**config.mk**
```make
export PLATFORM = sky130hd
export DESIGN_NAME = eq_band_sched_flat
export DESIGN_NICKNAME = d
export VERILOG_FILES = /design/src/rtl/eq_band_sched_if.sv /design/src/rtl/eq_band_sched.sv /design/src/flat_wrapper.sv
export SDC_FILE = /design/constraint.sdc
export NUM_CORES = 1
export LEC_CHECK = 0
export BUFFER_PORTS_ARGS = -buffer_cell sky130_fd_sc_hd__buf_2
export CAP_MARGIN = 40
export CORE_MARGIN = 2
export CORE_UTILIZATION = 45
export CTS_BUF_LIST = sky130_fd_sc_hd__clkbuf_8
export DETAILED_ROUTE_END_ITERATION = 6
export GPL_TIMING_DRIVEN = 0
export PLACE_DENSITY = 0.75
export SYNTH_ARGS = -nofsm -noshare
export SYNTH_HDL_FRONTEND = slang
export SYNTH_SLANG_ARGS = --single-unit
```
**constraint.sdc**
```tcl
create_clock -name clk -period 1.85 [get_ports clk]
set_input_delay 0.555 -clock clk [delete_from_list [all_inputs] [get_ports clk]]
set_output_delay 0.555 -clock clk [all_outputs]
set_load 0.005 [all_outputs]
```
**src/rtl/eq_band_sched_if.sv**
```systemverilog
// eq_band_sched_if: control bundle between the sample queue / band FIR engines
// and the equalizer band scheduler.
// Optional EQ_BAND_BYPASS_EN adds the per-band enable vector band_en.
interface eq_band_sched_if #(
  parameter int NUM_BANDS = 5
);
  logic                 vld;
  logic                 queue_full;
`ifdef EQ_BAND_BYPASS_EN
  logic [NUM_BANDS-1:0] band_en;
`endif
  logic [NUM_BANDS-1:0] seq;
  logic                 rd_en;
  logic [2:0]           band_idx;
  logic                 busy;
  logic                 done;
  logic                 overrun;

  // Upstream side: codec/queue control drives requests, observes schedule.
  modport master (
`ifdef EQ_BAND_BYPASS_EN
    output band_en,
`endif
    output vld, queue_full,
    input  seq, rd_en, band_idx, busy, done, overrun
  );

  // Scheduler side.
  modport slave (
`ifdef EQ_BAND_BYPASS_EN
    input  band_en,
`endif
    input  vld, queue_full,
    output seq, rd_en, band_idx, busy, done, overrun
  );
endinterface

```
**src/rtl/eq_band_sched.sv**
```systemverilog
// eq_band_sched: sequences the per-band FIR engines one at a time for each
// accepted codec sample. Each band gets N_TAPS+1 cycles of seq (clear cycle plus
// accumulate cycles) followed by a single idle gap cycle; done pulses in the
// last band's gap.
// Optional feature macro: EQ_BAND_BYPASS_EN (band_en sampled at accept; disabled
// bands are skipped entirely).
module eq_band_sched #(
  parameter int NUM_BANDS = 5,
  parameter int N_TAPS    = 1021
) (
  input logic           clk,
  input logic           rst_n,
  eq_band_sched_if.slave bus
);
  localparam int CW = $clog2(N_TAPS + 2);

  localparam logic [1:0] S_IDLE = 2'd0;
  localparam logic [1:0] S_RUN  = 2'd1;
  localparam logic [1:0] S_GAP  = 2'd2;

  logic [1:0]           state_reg, state_next;
  logic [CW-1:0]        cnt_reg, cnt_next;
  logic [2:0]           band_reg, band_next;
  logic [NUM_BANDS-1:0] seq_reg, seq_next, run_onehot;
  logic                 rd_en_reg;
  logic                 busy_reg, busy_next;
  logic                 done_reg, done_next;
  logic                 overrun_reg, overrun_next;

  logic                 accept;
  logic [NUM_BANDS-1:0] en_in;    // enables seen at the accept cycle
  logic [NUM_BANDS-1:0] en_held;  // enables in force for the current run
  logic [2:0]           first_band, later_band;
  logic                 any_first, any_later;

  assign accept = (state_reg == S_IDLE) && bus.vld && bus.queue_full;

`ifdef EQ_BAND_BYPASS_EN
  logic [NUM_BANDS-1:0] band_en_reg;

  assign en_in   = bus.band_en;
  assign en_held = band_en_reg;

  // Capture the band enables once per run so mid-run changes have no effect.
  always_ff @(posedge clk) begin
    if (!rst_n) begin
      band_en_reg <= '0;
    end else if (accept) begin
      band_en_reg <= bus.band_en;
    end
  end
`else
  assign en_in   = '1;
  assign en_held = '1;
`endif

  // Lowest enabled band at accept, and lowest enabled band above the current one.
  always_comb begin
    first_band = '0;
    any_first  = 1'b0;
    later_band = '0;
    any_later  = 1'b0;
    for (int i = NUM_BANDS - 1; i >= 0; i--) begin
      if (en_in[i]) begin
        first_band = 3'(i);
        any_first  = 1'b1;
      end
      if (en_held[i] && (i > int'(band_reg))) begin
        later_band = 3'(i);
        any_later  = 1'b1;
      end
    end
  end

  // Scheduler FSM: IDLE -> (RUN -> GAP)* -> IDLE; done is decided on GAP entry.
  always_comb begin
    state_next   = state_reg;
    cnt_next     = cnt_reg;
    band_next    = band_reg;
    busy_next    = busy_reg;
    done_next    = 1'b0;
    overrun_next = overrun_reg | (busy_reg & bus.vld);
    case (state_reg)
      S_IDLE: begin
        if (accept) begin
          busy_next = 1'b1;
          cnt_next  = '0;
          if (any_first) begin
            state_next = S_RUN;
            band_next  = first_band;
          end else begin
            // Nothing enabled: go straight to a terminal gap carrying done.
            state_next = S_GAP;
            band_next  = '0;
            done_next  = 1'b1;
          end
        end
      end
      S_RUN: begin
        if (cnt_reg == CW'(N_TAPS)) begin
          state_next = S_GAP;
          done_next  = !any_later;
        end else begin
          cnt_next = cnt_reg + CW'(1);
        end
      end
      S_GAP: begin
        cnt_next = '0;
        if (done_reg) begin
          state_next = S_IDLE;
          band_next  = '0;
          busy_next  = 1'b0;
        end else begin
          state_next = S_RUN;
          band_next  = later_band;
        end
      end
      default: begin
        state_next = S_IDLE;
        band_next  = '0;
        busy_next  = 1'b0;
      end
    endcase
  end

  generate
    for (genvar gi = 0; gi < NUM_BANDS; gi++) begin : g_onehot
      assign run_onehot[gi] = (band_next == 3'(gi));
    end
  endgenerate

  assign seq_next = (state_next == S_RUN) ? run_onehot : '0;

  // State and all outputs registered; seq/rd_en come from the next-state decode.
  always_ff @(posedge clk) begin
    if (!rst_n) begin
      state_reg   <= S_IDLE;
      cnt_reg     <= '0;
      band_reg    <= '0;
      seq_reg     <= '0;
      rd_en_reg   <= 1'b0;
      busy_reg    <= 1'b0;
      done_reg    <= 1'b0;
      overrun_reg <= 1'b0;
    end else begin
      state_reg   <= state_next;
      cnt_reg     <= cnt_next;
      band_reg    <= band_next;
      seq_reg     <= seq_next;
      rd_en_reg   <= |seq_next;
      busy_reg    <= busy_next;
      done_reg    <= done_next;
      overrun_reg <= overrun_next;
    end
  end

  assign bus.seq      = seq_reg;
  assign bus.rd_en    = rd_en_reg;
  assign bus.band_idx = band_reg;
  assign bus.busy     = busy_reg;
  assign bus.done     = done_reg;
  assign bus.overrun  = overrun_reg;
endmodule

```
**src/flat_wrapper.sv**
```systemverilog
// flat-port wrapper written by rule: the top's interface ports become plain ports
module eq_band_sched_flat 
#(
  parameter int NUM_BANDS = 5,
  parameter int N_TAPS    = 1021
)
  (clk, rst_n, bus_vld, bus_queue_full, bus_seq, bus_rd_en, bus_band_idx, bus_busy, bus_done, bus_overrun);
  eq_band_sched_if #(.NUM_BANDS(NUM_BANDS)) bus_i ();
  input logic clk;
  input logic rst_n;
  input wire logic [$bits(bus_i.vld)-1:0] bus_vld;
  input wire logic [$bits(bus_i.queue_full)-1:0] bus_queue_full;
  output wire logic [$bits(bus_i.seq)-1:0] bus_seq;
  output wire logic [$bits(bus_i.rd_en)-1:0] bus_rd_en;
  output wire logic [$bits(bus_i.band_idx)-1:0] bus_band_idx;
  output wire logic [$bits(bus_i.busy)-1:0] bus_busy;
  output wire logic [$bits(bus_i.done)-1:0] bus_done;
  output wire logic [$bits(bus_i.overrun)-1:0] bus_overrun;
  assign bus_i.vld = bus_vld;
  assign bus_i.queue_full = bus_queue_full;
  assign bus_seq = bus_i.seq;
  assign bus_rd_en = bus_i.rd_en;
  assign bus_band_idx = bus_i.band_idx;
  assign bus_busy = bus_i.busy;
  assign bus_done = bus_i.done;
  assign bus_overrun = bus_i.overrun;
  eq_band_sched #(.NUM_BANDS(NUM_BANDS), .N_TAPS(N_TAPS)) u_core (.clk(clk), .rst_n(rst_n), .bus(bus_i));
endmodule
```
=== After elaboration in Yosys (flattened, before gate mapping) ===
Index checks and enable logic that the tools add are counted.

* Bits in registers: 24

* Equality and inequality tests: 11
* Multiplexer cells: 22
* Bitwise logic cells: 3
* $lt $le $gt $ge: 4
* Reductions and logical operators: 10
* Add/subtract/negate cells: 1

{| class="wikitable"
|+ Operator list
! operator !! count
|-
| $pmux W10 S3 || 1
|-
| $mux W10 || 2
|-
| $mux W3 || 6
|-
| $add A10 B1 Y10 const B || 1
|-
| $eq A10 B10 Y1 const B || 1
|-
| $pmux W3 S3 || 1
|-
| $reduce_and A3 Y1 || 3
|-
| $mux W1 || 7
|-
| $eq A3 B2 Y1 const B || 2
|-
| $gt A2 B3 Y1 const A || 2
|-
| $pmux W2 S3 || 1
|-
| $mux W5 || 1
|-
| $reduce_or A5 Y1 || 1
|-
| $eq A2 B1 Y1 const B || 2
|-
| $mux W2 || 2
|-
| $ne A2 B1 Y1 const B || 2
|-
| $eq A3 B1 Y1 const B || 1
|-
| $eq A3 B3 Y1 const B || 1
|-
| $gt A1 B3 Y1 const A || 1
|-
| $gt A3 B3 Y1 const A || 1
|-
| $logic_not A3 Y1 || 1
|-
| $pmux W1 S3 || 1
|-
| $reduce_bool A3 Y1 || 1
|-
| $eq A2 B2 Y1 const B || 1
|-
| other kinds (7) || 8
|}

=== Depth between registers and ports, before layout ===
Gate-level depths: netlist (run 1).

* Depth after elaboration: 10
* Depth in mapped cells: 7

=== Worst setup path after synthesis (run 1) ===
Ideal clock, no wire load.

* Path type: register -> register
* Start: register u_core.cnt_reg[1]
* End: register u_core.cnt_reg[4]
* Stages on the path, launching flop included: 8
* Slack: 0.318 ns
* Path buffers: 1
* Data arrival time: 1.399 ns
* Data required time: 1.717 ns
* Path through: dfxtp_1 inv_1 ha_1 and4_1 clkbuf_1 a311oi_1 xnor2_1 nor2_1

* Word-level cells in the longest chain between the ends: 3
* Elaborated cells on any way between the ends: 6

{| class="wikitable"
|+ Ends and longest elaborated chain
! item !! line !! text
|-
| start: declaration || eq_band_sched.sv:22 || <nowiki>logic [CW-1:0] cnt_reg, cnt_next;</nowiki>
|-
| start signal: assignment || eq_band_sched.sv:147 || <nowiki>cnt_reg <= cnt_next;</nowiki>
|-
| $add A10 B1 Y10 or $eq A10 B10 Y1 (tied branches) || eq_band_sched.sv:104, eq_band_sched.sv:100 ||
|-
| $mux W10 or $ne A2 B2 Y1 (tied branches) || -- ||
|-
| $pmux W10 S3 or $reduce_and A3 Y1 (tied branches) || -- ||
|}

Several ways; a longest one is shown, not always the timed one. The select of a mux whose other input is x is not followed.
A chain may end at the register's enable or synchronous reset.

=== Worst setup path in the final report (run 1) ===
* Start: register u_core.cnt_reg[1]
* End: register u_core.seq_reg[4] (netlist: u_core.bus.seq[4])

* Word-level cells in the longest chain between the ends: 5

{| class="wikitable"
|+ Ends and longest elaborated chain
! item !! line !! text
|-
| $eq A10 B10 Y1 || eq_band_sched.sv:100 || <nowiki>if (cnt_reg == CW'(N_TAPS)) begin</nowiki>
|-
| $mux W2 || eq_band_sched.sv:100 ||
|-
| $pmux W2 S3 || eq_band_sched.sv:83 || <nowiki>case (state_reg)</nowiki>
|-
| $eq A2 B1 Y1 || eq_band_sched.sv:132 || <nowiki>assign seq_next = (state_next == S_RUN) ? run_onehot : '0;</nowiki>
|-
| $mux W5 || eq_band_sched.sv:132 ||
|-
| end signal: assignment || eq_band_sched.sv:149 || <nowiki>seq_reg <= seq_next;</nowiki>
|-
| end: declaration || eq_band_sched.sv:24 || <nowiki>logic [NUM_BANDS-1:0] seq_reg, seq_next, run_onehot;</nowiki>
|}

No other way between the ends.

==> key figures, run 1 <==
Status
  • Outcome: finished clean

Global routing
  • Number of global-route vias before repair: 827
  • GRT overflow: 0
  • GR Util All Layers: 16.7%
  • Antenna violations before repair: 0
  • Largest net degree at the start of global routing: 15
  • First-pass GRT wire length: 3.62 mm

Layout
  • Post-Layout Inst Area: 1320 µm²
  • Fillers: 218
  • Post-route insts no fill: 170
  • Number of antenna diodes: 0
  • Max reg flops: 10
  • Reg area: 480 µm²
  • Area delta synth->final: 18.1%
  • Multi-input combinational cell area: 597 µm²
  • Commonest non-fill, non-tap cell in the layout: dfxtp_1
  • Commonest non-fill, non-tap cells in the layout: dfxtp_1, buf_2, nand2_1
  • Nets: 147
  • Fraction of layout instances using a drive strength above 1: 22.9%

Logic synthesis
  • Syn avg cell area: 9.25 µm²
  • Multiplexer area fraction after synthesis: 0%
  • Gate Count Post-Synth: 121
  • Mapped cell area: 1120 µm²
  • Number of flops mapped to enable cells by yosys: 0
  • Async S/R FF share, synth: 0%
  • Adder-cell area share of the yosys netlist: 2.23%
  • Library cells used by synthesis: 41
  • Main synth FF type: dfxtp_1
  • Compound-Gate Fraction of Synth Area: 16.4%
  • Post-Syn Nets: 127
  • Synth Warn #: 0
  • Largest family of logic cells by synthesized area: simple AND/OR/NAND/NOR gates
  • Post-synthesis sequential area ratio: 42.9%
  • Simple-gate portion of the synthesized area: 29.8%
  • Flops & latches, synth: 24
  • Area share of xor/xnor cells in the synthesized design: 3.13%

Drt
  • DRT iter0 DRCs: 9
  • Via-to-Cell Ratio: 5.51
  • Via count: 937
  • DRC Markers: 0
  • 1st-pass router iterations: 4
  • Post-route antenna net violation count: 0
  • Routed length per placed instance: 13.0 µm
  • Total wire length: 2.21 mm

Clock tree
  • Hold-fix buffers, CTS: 0
  • Clk buf depth: 2
  • Clock latency on the worst-skew pair: 0.27 ns
  • CTS tree: built
  • Clock-pin slew of the registers on the worst-case setup and hold paths: 0.08 ns
  • Clk sink count: 24
  • Post-CTS setup buffers: 0
  • CTS buffer count: 3
  • H-tree Lvls: 1
  • Root buffer cell: clkbuf_8

Worst setup path
  • CP max stage cell: dfxtp_1
  • Critical Path Start Type: flip-flop
  • CP peak stage delay: 0.38 ns
  • CP Max Fanout: 6
  • Arr. time, crit path: 1.90 ns
  • Critical path type: reg -> reg
  • CP Data Required Time: 2.03 ns
  • Crit-path cells: inv_1 > ha_1 > and4_1 > clkbuf_1 > nand4_1 > nand2_1 > nor4b_2
  • Worst setup EP type: flip-flop
  • Worst reg-to-reg setup slack: 0.14 ns

Timing
  • Max Slew Vio Count: 0
  • Tightest Pin Transition: 0.625 ns
  • F_max: 585 MHz
  • Slew margin rel.: 58.0%
  • Final hold violation count: 0
  • Skew final: 0.00325 ns
  • Final setup vio count: 0
  • Tcrit/Tclk final: 92.5%
  • Min Tclk post-route: 1.71 ns
  • RSZ-0062 raised after global routing: true

Die
  • Core Box Area: 2410 µm²
  • Initial core utilization: 46.5%
  • Chip Width: 53.9 µm
  • Die height: 53.9 µm
  • I/O pins: 16
  • Die area: 2900 µm²
  • Row count: 18

Placed design
  • Hpwl dp: 1.61 mm
  • Placed cell count: 166
  • Placement Cell Area: 1230 µm²
  • GP Congestion: 0.766
  • I/O Buffers: 15

Power
  • PD cells: 792 nW/µm²
  • Peak VDD IR: 0.595 mV
  • Leakage: 0.514 nW

Worst hold path
  • HP Class: reg -> reg

Job
  • Number of max-cap violations: 0
[worst max-delay path: cells and delay by family, from the launching register on]
kind	cells	cell delay, ns
fa+ha+maj	1	0.20
buf+inv	2	0.26
simple gates	4	0.79
flops	1	0.38
[path summary, 6_finish.rpt]
path	from	end	cells after the start
hold / removal	u_core.bus.overrun$_SDFF_PN0_	u_core.bus.overrun$_SDFF_PN0_	2
setup reg to reg	u_core.cnt_reg[1]$_SDFFE_PN0P_	u_core.bus.seq[4]$_SDFF_PN0_	7
hold reg to reg	u_core.bus.overrun$_SDFF_PN0_	u_core.bus.overrun$_SDFF_PN0_	2
setup / recovery	u_core.cnt_reg[1]$_SDFFE_PN0P_	u_core.bus.seq[4]$_SDFF_PN0_	7
[cells by family after synthesis]
logic type / count (synthesis)
AND/OR/NAND/NOR: 52
AO/OA/AOI/OAI: 27
flip-flops: 24
buffers and inverters: 12
XOR/XNOR: 4
adder cells (fa/ha/maj): 2
[power by group]
group | internal (W) | switching [W]
Sequential | 0.000525 | 0.00000702
Combinational | 0.0000253 | 0.0000338
Clock | 0.000289 | 0.000167
[cells in the mapped netlist, types with 3 or more instances]
cell type	instances	share of area, %
dfxtp_1	24	43
nand2_1	9	3.0
nor2_1	7	2.3
a21oi_1	6	2.7
inv_1	6	2.0
nor2b_1	6	3.4
nand3b_1	4	2.7
nand4_1	4	2.2
xnor2_1	4	3.1
a311oi_1	3	2.3
a31oi_1	3	1.7
nor3_1	3	1.3
nor4_1	3	1.7
o21ai_0	3	1.3
[what timing repair did]
| action | CTS | global route |
|---|---|---|
| hold endpoints to repair | 0 | 0 |
| resized for setup | 0 | 3 |
| endpoints found under the setup margin | 0 | 3 |
[layer usage]
metal / up-vias / wire length [µm] / GRT usage, %
met4: 0 / 29 / 5.13
met3: 3 / 62 / 1.67
met5: - / 0 / 0
met1: 440 / 1030 / 23.2
li1: 479 / - / -
met2: 15 / 1090 / 27.2
[per-stage QoR]
stage               power [W]  TNS [ns]  util, %  hold WS, ns  setup slack [ns]
global route          0.00109   -0.0195     54.9        0.546           -0.0147
global placement     0.000602         0     51.1        0.475             0.191
detailed placement   0.000603         0     51.1        0.501             0.132
finish                0.00105         0     54.9        0.510             0.140
CTS                   0.00105         0     54.1        0.526             0.117
floorplan            0.000583         0        -        0.480             0.318
[layout make-up]
type,count,area share [%]
buffer,6,2.93
clock buffer,3,3.12
clock inverter,1,2.27
inverter,6,1.70
multi-input combinational,85,45.1
sequential,24,36.3
tap,30,2.84
timing repair buffer,15,5.68
(Power assumes the default switching activity.)
==> run 2: changes to the inputs <==
Settings changed: CTS_BUF_LIST sky130_fd_sc_hd__clkbuf_8 to not set.
==> key figures, run 2 (synthesis results as in run 1) <==
Die
  • Chip Width: 53.9 µm (unchanged)
  • I/O pins: 16 (unchanged)
  • Initial core utilization: 46.5% (unchanged)
  • Row count: 18 (unchanged)
  • Die height: 53.9 µm (unchanged)
  • Core Box Area: 2410 µm² (unchanged)
  • Die area: 2900 µm² (unchanged)

Timing
  • RSZ-0062 raised after global routing: false (was true)
  • Skew final: 0.00197 ns (was 0.00325 ns)
  • F_max: 598 MHz (was 585 MHz)
  • Final setup vio count: 0 (unchanged)
  • Slew margin rel.: 57.7% (was 58.0%)
  • Min Tclk post-route: 1.67 ns (was 1.71 ns)
  • Max Slew Vio Count: 0 (unchanged)
  • Hold WS: 0.521 ns (was 0.510 ns)
  • Tightest Pin Transition: 0.631 ns (was 0.625 ns)
  • Final hold violation count: 0 (unchanged)
  • Setup TNS Final: 0 ns (unchanged)
  • Tcrit/Tclk final: 90.4% (was 92.5%)

Worst setup path
  • Critical Path Start Type: flip-flop (unchanged)
  • CP Data Required Time: 2.05 ns (was 2.03 ns)
  • Worst setup EP type: flip-flop (unchanged)
  • Worst R2R Path Depth: 7 (unchanged)
  • Critical path type: reg -> reg (unchanged)
  • CP Max Fanout: 6 (unchanged)
  • Arr. time, crit path: 1.87 ns (was 1.90 ns)

Clock tree
  • Hold-fix buffers, CTS: 0 (unchanged)
  • CTS tree: built (unchanged)
  • H-tree Lvls: 1 (unchanged)
  • CTS buffer count: 3 (unchanged)
  • Post-CTS sizing: 0 (unchanged)
  • Root buffer cell: clkbuf_4 (was clkbuf_8)
  • Clk sink count: 24 (unchanged)
  • Clk buf depth: 2 (unchanged)
  • Clock latency on the worst-skew pair: 0.32 ns (was 0.27 ns)
  • Clock-pin slew of the registers on the worst-case setup and hold paths: 0.13 ns (was 0.08 ns)
  • Post-CTS setup buffers: 0 (unchanged)

Power
  • Sw Ratio: 20.7% (was 19.8%)
  • Cell Int Power: 0.000771 W (was 0.000840 W)
  • Share of power burned in registers: 54.9% (was 50.8%)
  • Comb power frac: 6.0% (was 5.6%)
  • PD cells: 745 nW/µm² (was 792 nW/µm²)
  • Switch Pwr: 0.000201 W (was 0.000208 W)
  • Peak VDD IR: 0.539 mV (was 0.595 mV)
  • Leakage: 0.506 nW (was 0.514 nW)
  • Clock network power share: 39.1% (was 43.5%)

Layout
  • Area delta synth->final: 16.5% (was 18.1%)
  • Commonest non-fill, non-tap cell in the layout: dfxtp_1 (unchanged)
  • Fillers: 222 (was 218)
  • Commonest non-fill, non-tap cells in the layout: dfxtp_1, buf_2, nand2_1 (unchanged)
  • Max reg flops: 10 (unchanged)
  • Core Util, Final: 54.2% (was 54.9%)
  • Number of antenna diodes: 0 (unchanged)
  • Nets: 147 (unchanged)
  • Fraction of layout instances using a drive strength above 1: 23.6% (was 22.9%)

Global routing
  • First-pass GRT wire length: 3.65 mm (was 3.62 mm)
  • Global Route met1 Usage: 23.2% (unchanged)
  • GR Util All Layers: 17.1% (was 16.7%)
  • Routing usage on met2: 27.2% (unchanged)
  • Number of global-route vias before repair: 833 (was 827)
  • Most crowded layer after global routing: met2 (unchanged)
  • Largest net degree at the start of global routing: 15 (unchanged)
  • Antenna violations before repair: 0 (unchanged)
  • GRT overflow: 0 (unchanged)
  • Met3 Resource Use GR: 2.50% (was 1.67%)

Placed design
  • I/O Buffers: 15 (unchanged)
  • GP Congestion: 0.766 (unchanged)
  • Hpwl dp: 1.61 mm (unchanged)

Drt
  • Via-to-Cell Ratio: 5.45 (was 5.51)
  • DRC Markers: 0 (unchanged)
  • DRT iter0 DRCs: 14 (was 9)
  • Routed length per placed instance: 13.0 µm (about the same)
  • Via count: 927 (was 937)
  • 1st-pass router iterations: 4 (unchanged)
  • Total wire length: 2.20 mm (was 2.21 mm)
  • Post-route antenna net violation count: 0 (unchanged)

Worst hold path
  • Worst hold path cell count: 2 (unchanged)
  • HP Class: reg -> reg (unchanged)

Status
  • Outcome: finished clean (unchanged)

Job
  • Number of max-cap violations: 0 (unchanged)
[run 2: cell types whose count changed in the layout (fill, tap and decap cells not counted)]
cell / before / now
clkbuf_4: 0 / 3
clkbuf_8: 3 / 0
dfxtp_2: 0 / 1
dfxtp_1: 24 / 23
[run 2: per-layer routing]
layer | vias to the layer above | part of all wire (%) | wire length, µm
li1 | 480 | - | -
met1 | 427 | 47 | 1040
met2 | 16 | 48 | 1060
met3 | 4 | 3.4 | 76
met4 | 0 | 1.1 | 25
met5 | - | 0 | 0
[run 2: worst max-delay path, cell delays in order (launching register included)]
cell	delay, ns
dfxtp_2	0.38
inv_1	0.06
ha_1	0.19
and4_1	0.20
clkbuf_1	0.19
a311oi_2	0.32
xnor2_1	0.17
nor2_1	0.05
[run 2: path summary, 6_finish.rpt]
path                            slack (ns)                              to                            from
worst max-delay path                  0.18  u_core.cnt_reg[3]$_SDFFE_PN0P_  u_core.cnt_reg[1]$_SDFFE_PN0P_
worst min register to register        0.52   u_core.bus.overrun$_SDFF_PN0_   u_core.bus.overrun$_SDFF_PN0_
worst max register to register        0.18  u_core.cnt_reg[3]$_SDFFE_PN0P_  u_core.cnt_reg[1]$_SDFFE_PN0P_
worst min-delay path                  0.52   u_core.bus.overrun$_SDFF_PN0_   u_core.bus.overrun$_SDFF_PN0_
[run 2: power by group through the flow]
stage,sequential (W),clock [W],combinational (W)
2_1_floorplan,0.000544,0,0.0000389
3_3_place_gp,0.000544,0,0.0000578
3_5_place_dp,0.000545,0,0.0000587
4_1_cts,0.000533,0.000383,0.0000591
5_1_grt,0.000534,0.000409,0.0000672
6_report,0.000533,0.000380,0.0000587
[run 2: metrics by stage]
stage	std cells	cell area (µm²)	power (W)	worst slack, ns
floorplan	121	1120	0.000583	0.318
global placement	166	1230	0.000602	0.191
detailed placement	166	1230	0.000603	0.132
CTS	170	1280	0.000975	0.109
global route	170	1310	0.00101	0.00485
finish	170	1310	0.000972	0.177
[run 2: cell type report]
| cell class | count | area [µm²] | area share (%) |
|---|---|---|---|
| Buffer | 6 | 38.8 | 2.97 |
| Clock buffer | 3 | 22.5 | 1.73 |
| Clock inverter | 1 | 30.0 | 2.30 |
| Inverter | 6 | 22.5 | 1.73 |
| Multi-Input combinational cell | 85 | 597 | 45.7 |
| Sequential cell | 24 | 482 | 36.9 |
| Tap cell | 30 | 37.5 | 2.88 |
| Timing Repair Buffer | 15 | 75.1 | 5.75 |
